[src/rtl/bicubic_seq_ctrl_if.sv]
// Handshake/data bundle between the bicubic sequencer, its row source,
// the shared 4-tap MAC, the 2:1 mux bank and the pixel sink.
interface bicubic_seq_ctrl_if;
    logic        start;
    logic [15:0] cfg_count;
    logic        row_valid;
    logic        row_ready;
    logic [16:0] mac_result;
    logic        mac_en;
    logic        switch;
    logic [16:0] hbuf_0;
    logic [16:0] hbuf_1;
    logic [16:0] hbuf_2;
    logic [16:0] hbuf_3;
    logic [16:0] pix_data;
    logic        pix_valid;
    logic        pix_ready;
    logic        busy;
    logic        done;

    modport master (
        output start, cfg_count, row_valid, mac_result, pix_ready,
        input  row_ready, mac_en, switch, hbuf_0, hbuf_1, hbuf_2, hbuf_3,
               pix_data, pix_valid, busy, done
    );

    modport slave (
        input  start, cfg_count, row_valid, mac_result, pix_ready,
        output row_ready, mac_en, switch, hbuf_0, hbuf_1, hbuf_2, hbuf_3,
               pix_data, pix_valid, busy, done
    );
endinterface

[src/rtl/bicubic_seq_ctrl.sv]
// Bicubic sequencer: four horizontal MAC passes into hbuf_0..3, then one
// vertical MAC pass over the hbufs, per output pixel, on a shared MAC.
module bicubic_seq_ctrl #(
    parameter int MAC_LAT = 1
) (
    input  logic               clk,
    input  logic               rst_n,
    bicubic_seq_ctrl_if.slave  bus
);
    typedef enum logic [2:0] {IDLE, HPASS, HWAIT, VPASS, VWAIT, OUT} state_t;

    localparam logic [1:0] VLAST = 2'(MAC_LAT - 1);

    state_t       r_state;
    logic         r_row_ready;
    logic         r_switch;
    logic         r_pix_valid;
    logic         r_busy;
    logic         r_done;
    logic [15:0]  r_cfg;
    logic [15:0]  r_cnt;
    logic [1:0]   r_row;
    logic [1:0]   r_vcnt;
    logic [16:0]  r_pix_data;
    logic [16:0]  r_hbuf [4];
    logic [MAC_LAT-1:0] r_tv;
    logic [1:0]   r_tt [MAC_LAT];

    logic         w_row_acc;
    logic         w_cap;
    logic [1:0]   w_cap_tag;

    assign w_row_acc = (r_state == HPASS) && bus.row_valid && r_row_ready;
    assign w_cap     = r_tv[MAC_LAT-1];
    assign w_cap_tag = r_tt[MAC_LAT-1];

    // Tag line tracks which hbuf each in-flight horizontal MAC result belongs to.
    always_ff @(posedge clk or negedge rst_n) begin
        if (!rst_n) begin
            r_tv <= '0;
            for (int i = 0; i < MAC_LAT; i++) r_tt[i] <= '0;
            for (int i = 0; i < 4; i++) r_hbuf[i] <= '0;
        end else begin
            r_tv[0] <= w_row_acc;
            r_tt[0] <= r_row;
            for (int i = 1; i < MAC_LAT; i++) begin
                r_tv[i] <= r_tv[i-1];
                r_tt[i] <= r_tt[i-1];
            end
            if (w_cap) r_hbuf[w_cap_tag] <= bus.mac_result;
        end
    end

    always_ff @(posedge clk or negedge rst_n) begin
        if (!rst_n) begin
            r_state     <= IDLE;
            r_row_ready <= 1'b0;
            r_switch    <= 1'b0;
            r_pix_valid <= 1'b0;
            r_busy      <= 1'b0;
            r_done      <= 1'b0;
            r_cfg       <= '0;
            r_cnt       <= '0;
            r_row       <= '0;
            r_vcnt      <= '0;
            r_pix_data  <= '0;
        end else begin
            r_done <= 1'b0;
            case (r_state)
                IDLE: begin
                    if (bus.start) begin
                        r_cfg <= bus.cfg_count;
                        r_cnt <= '0;
                        if (bus.cfg_count != 16'd0) begin
                            r_state     <= HPASS;
                            r_row_ready <= 1'b1;
                            r_busy      <= 1'b1;
                            r_row       <= '0;
                        end else begin
                            r_done <= 1'b1;
                        end
                    end
                end
                HPASS: begin
                    if (w_row_acc) begin
                        r_row <= r_row + 2'd1;
                        if (r_row == 2'd3) begin
                            r_state     <= HWAIT;
                            r_row_ready <= 1'b0;
                        end
                    end
                end
                HWAIT: begin
                    if (w_cap && (w_cap_tag == 2'd3)) begin
                        r_state  <= VPASS;
                        r_switch <= 1'b1;
                    end
                end
                VPASS: begin
                    r_state <= VWAIT;
                    r_vcnt  <= '0;
                end
                VWAIT: begin
                    if (r_vcnt == VLAST) begin
                        r_pix_data  <= bus.mac_result;
                        r_state     <= OUT;
                        r_switch    <= 1'b0;
                        r_pix_valid <= 1'b1;
                    end else begin
                        r_vcnt <= r_vcnt + 2'd1;
                    end
                end
                OUT: begin
                    if (bus.pix_ready) begin
                        r_pix_valid <= 1'b0;
                        if (r_cnt == r_cfg - 16'd1) begin
                            r_state <= IDLE;
                            r_busy  <= 1'b0;
                            r_done  <= 1'b1;
                        end else begin
                            r_cnt       <= r_cnt + 16'd1;
                            r_state     <= HPASS;
                            r_row_ready <= 1'b1;
                            r_row       <= '0;
                        end
                    end
                end
                default: r_state <= IDLE;
            endcase
        end
    end

    assign bus.row_ready = r_row_ready;
    assign bus.mac_en    = w_row_acc || (r_state == VPASS);
    assign bus.switch    = r_switch;
    assign bus.hbuf_0    = r_hbuf[0];
    assign bus.hbuf_1    = r_hbuf[1];
    assign bus.hbuf_2    = r_hbuf[2];
    assign bus.hbuf_3    = r_hbuf[3];
    assign bus.pix_data  = r_pix_data;
    assign bus.pix_valid = r_pix_valid;
    assign bus.busy      = r_busy;
    assign bus.done      = r_done;
endmodule

[src/flat_wrapper.sv]
// flat-port wrapper written by rule: the top's interface ports become plain ports
module bicubic_seq_ctrl_flat 
#(
    parameter int MAC_LAT = 1
)
  (clk, rst_n, bus_start, bus_cfg_count, bus_row_valid, bus_mac_result, bus_pix_ready, bus_row_ready, bus_mac_en, bus_switch, bus_hbuf_0, bus_hbuf_1, bus_hbuf_2, bus_hbuf_3, bus_pix_data, bus_pix_valid, bus_busy, bus_done);
  bicubic_seq_ctrl_if bus_i ();
  input  logic clk;
  input  logic rst_n;
  input wire logic [$bits(bus_i.start)-1:0] bus_start;
  input wire logic [$bits(bus_i.cfg_count)-1:0] bus_cfg_count;
  input wire logic [$bits(bus_i.row_valid)-1:0] bus_row_valid;
  input wire logic [$bits(bus_i.mac_result)-1:0] bus_mac_result;
  input wire logic [$bits(bus_i.pix_ready)-1:0] bus_pix_ready;
  output wire logic [$bits(bus_i.row_ready)-1:0] bus_row_ready;
  output wire logic [$bits(bus_i.mac_en)-1:0] bus_mac_en;
  output wire logic [$bits(bus_i.switch)-1:0] bus_switch;
  output wire logic [$bits(bus_i.hbuf_0)-1:0] bus_hbuf_0;
  output wire logic [$bits(bus_i.hbuf_1)-1:0] bus_hbuf_1;
  output wire logic [$bits(bus_i.hbuf_2)-1:0] bus_hbuf_2;
  output wire logic [$bits(bus_i.hbuf_3)-1:0] bus_hbuf_3;
  output wire logic [$bits(bus_i.pix_data)-1:0] bus_pix_data;
  output wire logic [$bits(bus_i.pix_valid)-1:0] bus_pix_valid;
  output wire logic [$bits(bus_i.busy)-1:0] bus_busy;
  output wire logic [$bits(bus_i.done)-1:0] bus_done;
  assign bus_i.start = bus_start;
  assign bus_i.cfg_count = bus_cfg_count;
  assign bus_i.row_valid = bus_row_valid;
  assign bus_i.mac_result = bus_mac_result;
  assign bus_i.pix_ready = bus_pix_ready;
  assign bus_row_ready = bus_i.row_ready;
  assign bus_mac_en = bus_i.mac_en;
  assign bus_switch = bus_i.switch;
  assign bus_hbuf_0 = bus_i.hbuf_0;
  assign bus_hbuf_1 = bus_i.hbuf_1;
  assign bus_hbuf_2 = bus_i.hbuf_2;
  assign bus_hbuf_3 = bus_i.hbuf_3;
  assign bus_pix_data = bus_i.pix_data;
  assign bus_pix_valid = bus_i.pix_valid;
  assign bus_busy = bus_i.busy;
  assign bus_done = bus_i.done;
  bicubic_seq_ctrl #(.MAC_LAT(MAC_LAT)) u_core (.clk(clk), .rst_n(rst_n), .bus(bus_i));
endmodule
[config.mk]
export PLATFORM = sky130hd
export DESIGN_NAME = bicubic_seq_ctrl_flat
export DESIGN_NICKNAME = d
export VERILOG_FILES = /design/src/rtl/bicubic_seq_ctrl_if.sv /design/src/rtl/bicubic_seq_ctrl.sv /design/src/flat_wrapper.sv
export SDC_FILE = /design/constraint.sdc
export NUM_CORES = 1
export LEC_CHECK = 0
export CAP_MARGIN = 0
export CORE_MARGIN = 5
export CORE_UTILIZATION = 55
export CTS_CLUSTER_SIZE = 16
export DETAILED_ROUTE_END_ITERATION = 8
export GPL_ROUTABILITY_DRIVEN = 0
export PLACE_DENSITY_LB_ADDON = 0.1
export SYNTH_ARGS = -nofsm -noshare
export SYNTH_HDL_FRONTEND = slang
export SYNTH_SLANG_ARGS = --single-unit
[constraint.sdc]
create_clock -name clk -period 10.1 [get_ports clk]
set_input_delay 2.02 -clock clk [delete_from_list [all_inputs] [get_ports clk]]
set_output_delay 2.02 -clock clk [all_outputs]
set_load 0.01 [all_outputs]
==> flow_metrics.py <==
metrics = {
    "floorplan": {
        "start_util_pct": 56.15,
        "io_pins": 129,
        "rows": 38,
        "core_area_um2": 10840,
        "die_y_um": 115.2,
        "fp.dieW_um": 115.2,
        "dieArea_um2": 13270,
    },
    "logic_synthesis": {
        "synthTopCellsByCount": "dfrtp_1, mux2_2, nand2_1",
        "async_reset_ff_share_pct": 100.0,
        "ys_warn_count": 0,
        "yosys.area.top_type_share_pct": 54.27,
        "synth_edf_count": 0,
        "ys_types": 60,
        "synth_most_common_cell": "dfrtp_1",
        "synth_nets": 578,
        "ys_ff_latch": 132,
        "seq_area_frac_synth_pct": 54.27,
        "synthesis.instances": 536,
        "synth.largest_area_cell": "dfrtp_1",
        "synth_flop_cell": "dfrtp_1",
        "syn_avg_cell_area_um2": 11.36,
        "netlist_area_um2": 6087,
        "synth_area_leaders": "dfrtp_1, mux2_2, nand2_1",
    },
    "route": {
        "drc": 0,
        "ant_nets": 0,
        "dr.pass1.iters": 5,
        "viasPerCell": 5.832,
        "drtIter0Drc": 323,
        "routedWlPerCell_um": 19.14,
        "vias": 4724,
        "wirelength_um": 15510,
    },
    "timing": {
        "worst_pin_slew_ps": 1088,
        "fin_crit_sh_pct": 54.30,
        "hold_ws_ps": 417.1,
        "timing.fmax_mhz": 182.3,
        "drv_slew": 0,
        "setup_slack_ps": 4615,
        "tns_ps": 0,
        "rsz0062_at_grt": "false",
        "min_period_ps": 5485,
        "setup_viol": 0,
        "hold_viol_final": 0,
        "skew_ps": 7.073,
        "max-slew-margin-rel_pct": 27.48,
    },
    "worst_setup_path": {
        "ff2ff_path_depth": 10,
        "cp_max_fo": 3,
        "reg2reg_slack_ps": 6260,
        "critPathRequiredTime_ps": 8080,
        "critPathLaunch": "bus_row_valid",
        "r2r-end": "u_core.r_cnt[3]",
        "r2r_start": "u_core.r_cfg[0]",
        "start_kind": "input pin",
        "critPathArrivalTime_ps": 3460,
        "worst-setup-path-type": "in -> out",
        "critPathCaptureType": "output port",
    },
    "layout": {
        "multiInputGateArea_um2": 2636,
        "finalNonFillerCells": 810,
        "n_antenna_cell": 0,
        "register_area_um2": 3303,
        "fin_util_pct": 74.45,
        "drive_gt1_share_pct": 19.70,
        "nFillCells": 735,
        "layout.nets": 701,
        "syn2layout_area_growth_pct": 32.58,
    },
    "status": {
        "status": "finished, final reports clean",
    },
    "hold_path": {
        "whs_endpoint": "u_core.r_tt[1]",
        "holdCritStartpoint": "u_core.r_row[1]",
        "min_path_type": "reg -> reg",
        "hold_depth": 0,
    },
    "grt": {
        "antenna_found_initial": 0,
        "gr-usage-all-layers_pct": 24.79,
        "grt_pass1_wl_um": 25360,
        "grt_pass1_vias": 4991,
        "grt_overflow_total": 0,
        "grt_max_degree": 91,
    },
    "cts": {
        "hold_buffers": 0,
        "cts_tree": "done",
        "clk_latency_ps": 520,
        "htree_levels": 4,
        "clock-root-buffer": "clkbuf_8",
        "clkSinkCount": 132,
        "cts_resized": 0,
        "clk_path_buf_depth": 2,
        "clk_transition_reported_paths_ps": 60,
        "cts_setup_buffers": 0,
        "numCtsBuffers": 17,
    },
    "placed_design": {
        "place_inst": 780,
        "post-place-ws_ps": 4637,
        "port_buffers": 128,
        "hpwl_um": 10770,
    },
    "job": {
        "maxCapViolCount": 0,
    },
    "pwr": {
        "p_per_area_nw_per_um2": 326.3,
        "ir_drop_mv": 0.2245,
        "leakage_nw": 3.364,
    },
}
## routing by layer
layer / vias to the layer above / track usage [%] / routed length (um)
li1: 2177 / - / -
met1: 2364 / 28.34 / 5856
met2: 163 / 39.93 / 7894
met3: 20 / 12.89 / 1484
met4: 0 / 8.998 / 271
met5: - / 0 / 0
## cell type report
cell class              count  share of cell area, %
clock buffers              22                  5.736
clock inverters             8                  1.860
inverters                   9                 0.4186
multi-input cells         367                  32.67
flip-flops and latches    132                  40.93
well taps                 140                  2.171
repair buffers            132                  16.22
## cell usage in the layout (no fill, tap or decap), types with 7 or more instances in the layout
cell,synthesis,layout
a21oi_1,17,17
clkbuf_16,0,16
clkdlybuf4s50_1,0,127
dfrtp_1,132,132
inv_1,9,9
mux2_2,86,86
nand2_1,67,67
nand3_1,16,16
nor2_1,24,24
nor3_1,12,12
nor4_1,12,12
o21ai_0,18,18
or3_1,9,9
or4_1,7,7
xnor2_1,12,12
## worst max path at each step
stage	to	slack (ps)	cells past startpoint
after detailed placement	bus_mac_en	4640	4
after floorplan	bus_mac_en	5620	2
after global routing	bus_mac_en	4550	4
after global placement	bus_mac_en	4650	4
after CTS	bus_mac_en	4610	4
final	bus_mac_en	4620	4
## report_power, final
group / internal, mW / switching, mW
logic: 0.593 / 0.459
registers: 0.755 / 0.189
clock network: 0.418 / 0.219
## metrics by stage
step	power, mW	cell area (um2)
2_1_floorplan	1.461	6087
3_3_place_gp	1.957	7457
3_5_place_dp	1.999	7457
4_1_cts	2.650	8070
5_1_grt	2.787	8070
6_report	2.633	8070
## critical path: stages
cell and delay [ps]:
clkdlybuf4s50_1 490, nand2_1 100, a211oi_1 270, clkdlybuf4s50_1 590
## cells by family after synthesis
kind of cell    share of synthesized area, %
simple gates                           15.29
flops                                  54.27
mux                                    16.40
compound gates                         8.120
buf+inv                                2.508
xor+xnor                               2.590
fa+ha+maj                             0.8222
## registers in the layout, summed over array words and instances, names as in the netlist
name	count
u_core.bus.busy	1
u_core.bus.done	1
u_core.bus.hbuf_0	17
u_core.bus.hbuf_1	17
u_core.bus.hbuf_2	17
u_core.bus.hbuf_3	17
u_core.bus.pix_data	17
u_core.bus.pix_valid	1
u_core.bus.row_ready	1
u_core.bus.switch	1
u_core.r_cfg	16
u_core.r_cnt	16
u_core.r_row	2
u_core.r_state	3
u_core.r_tt	2
u_core.r_tv	1
u_core.r_vcnt	2
(Power assumes the default switching activity.)
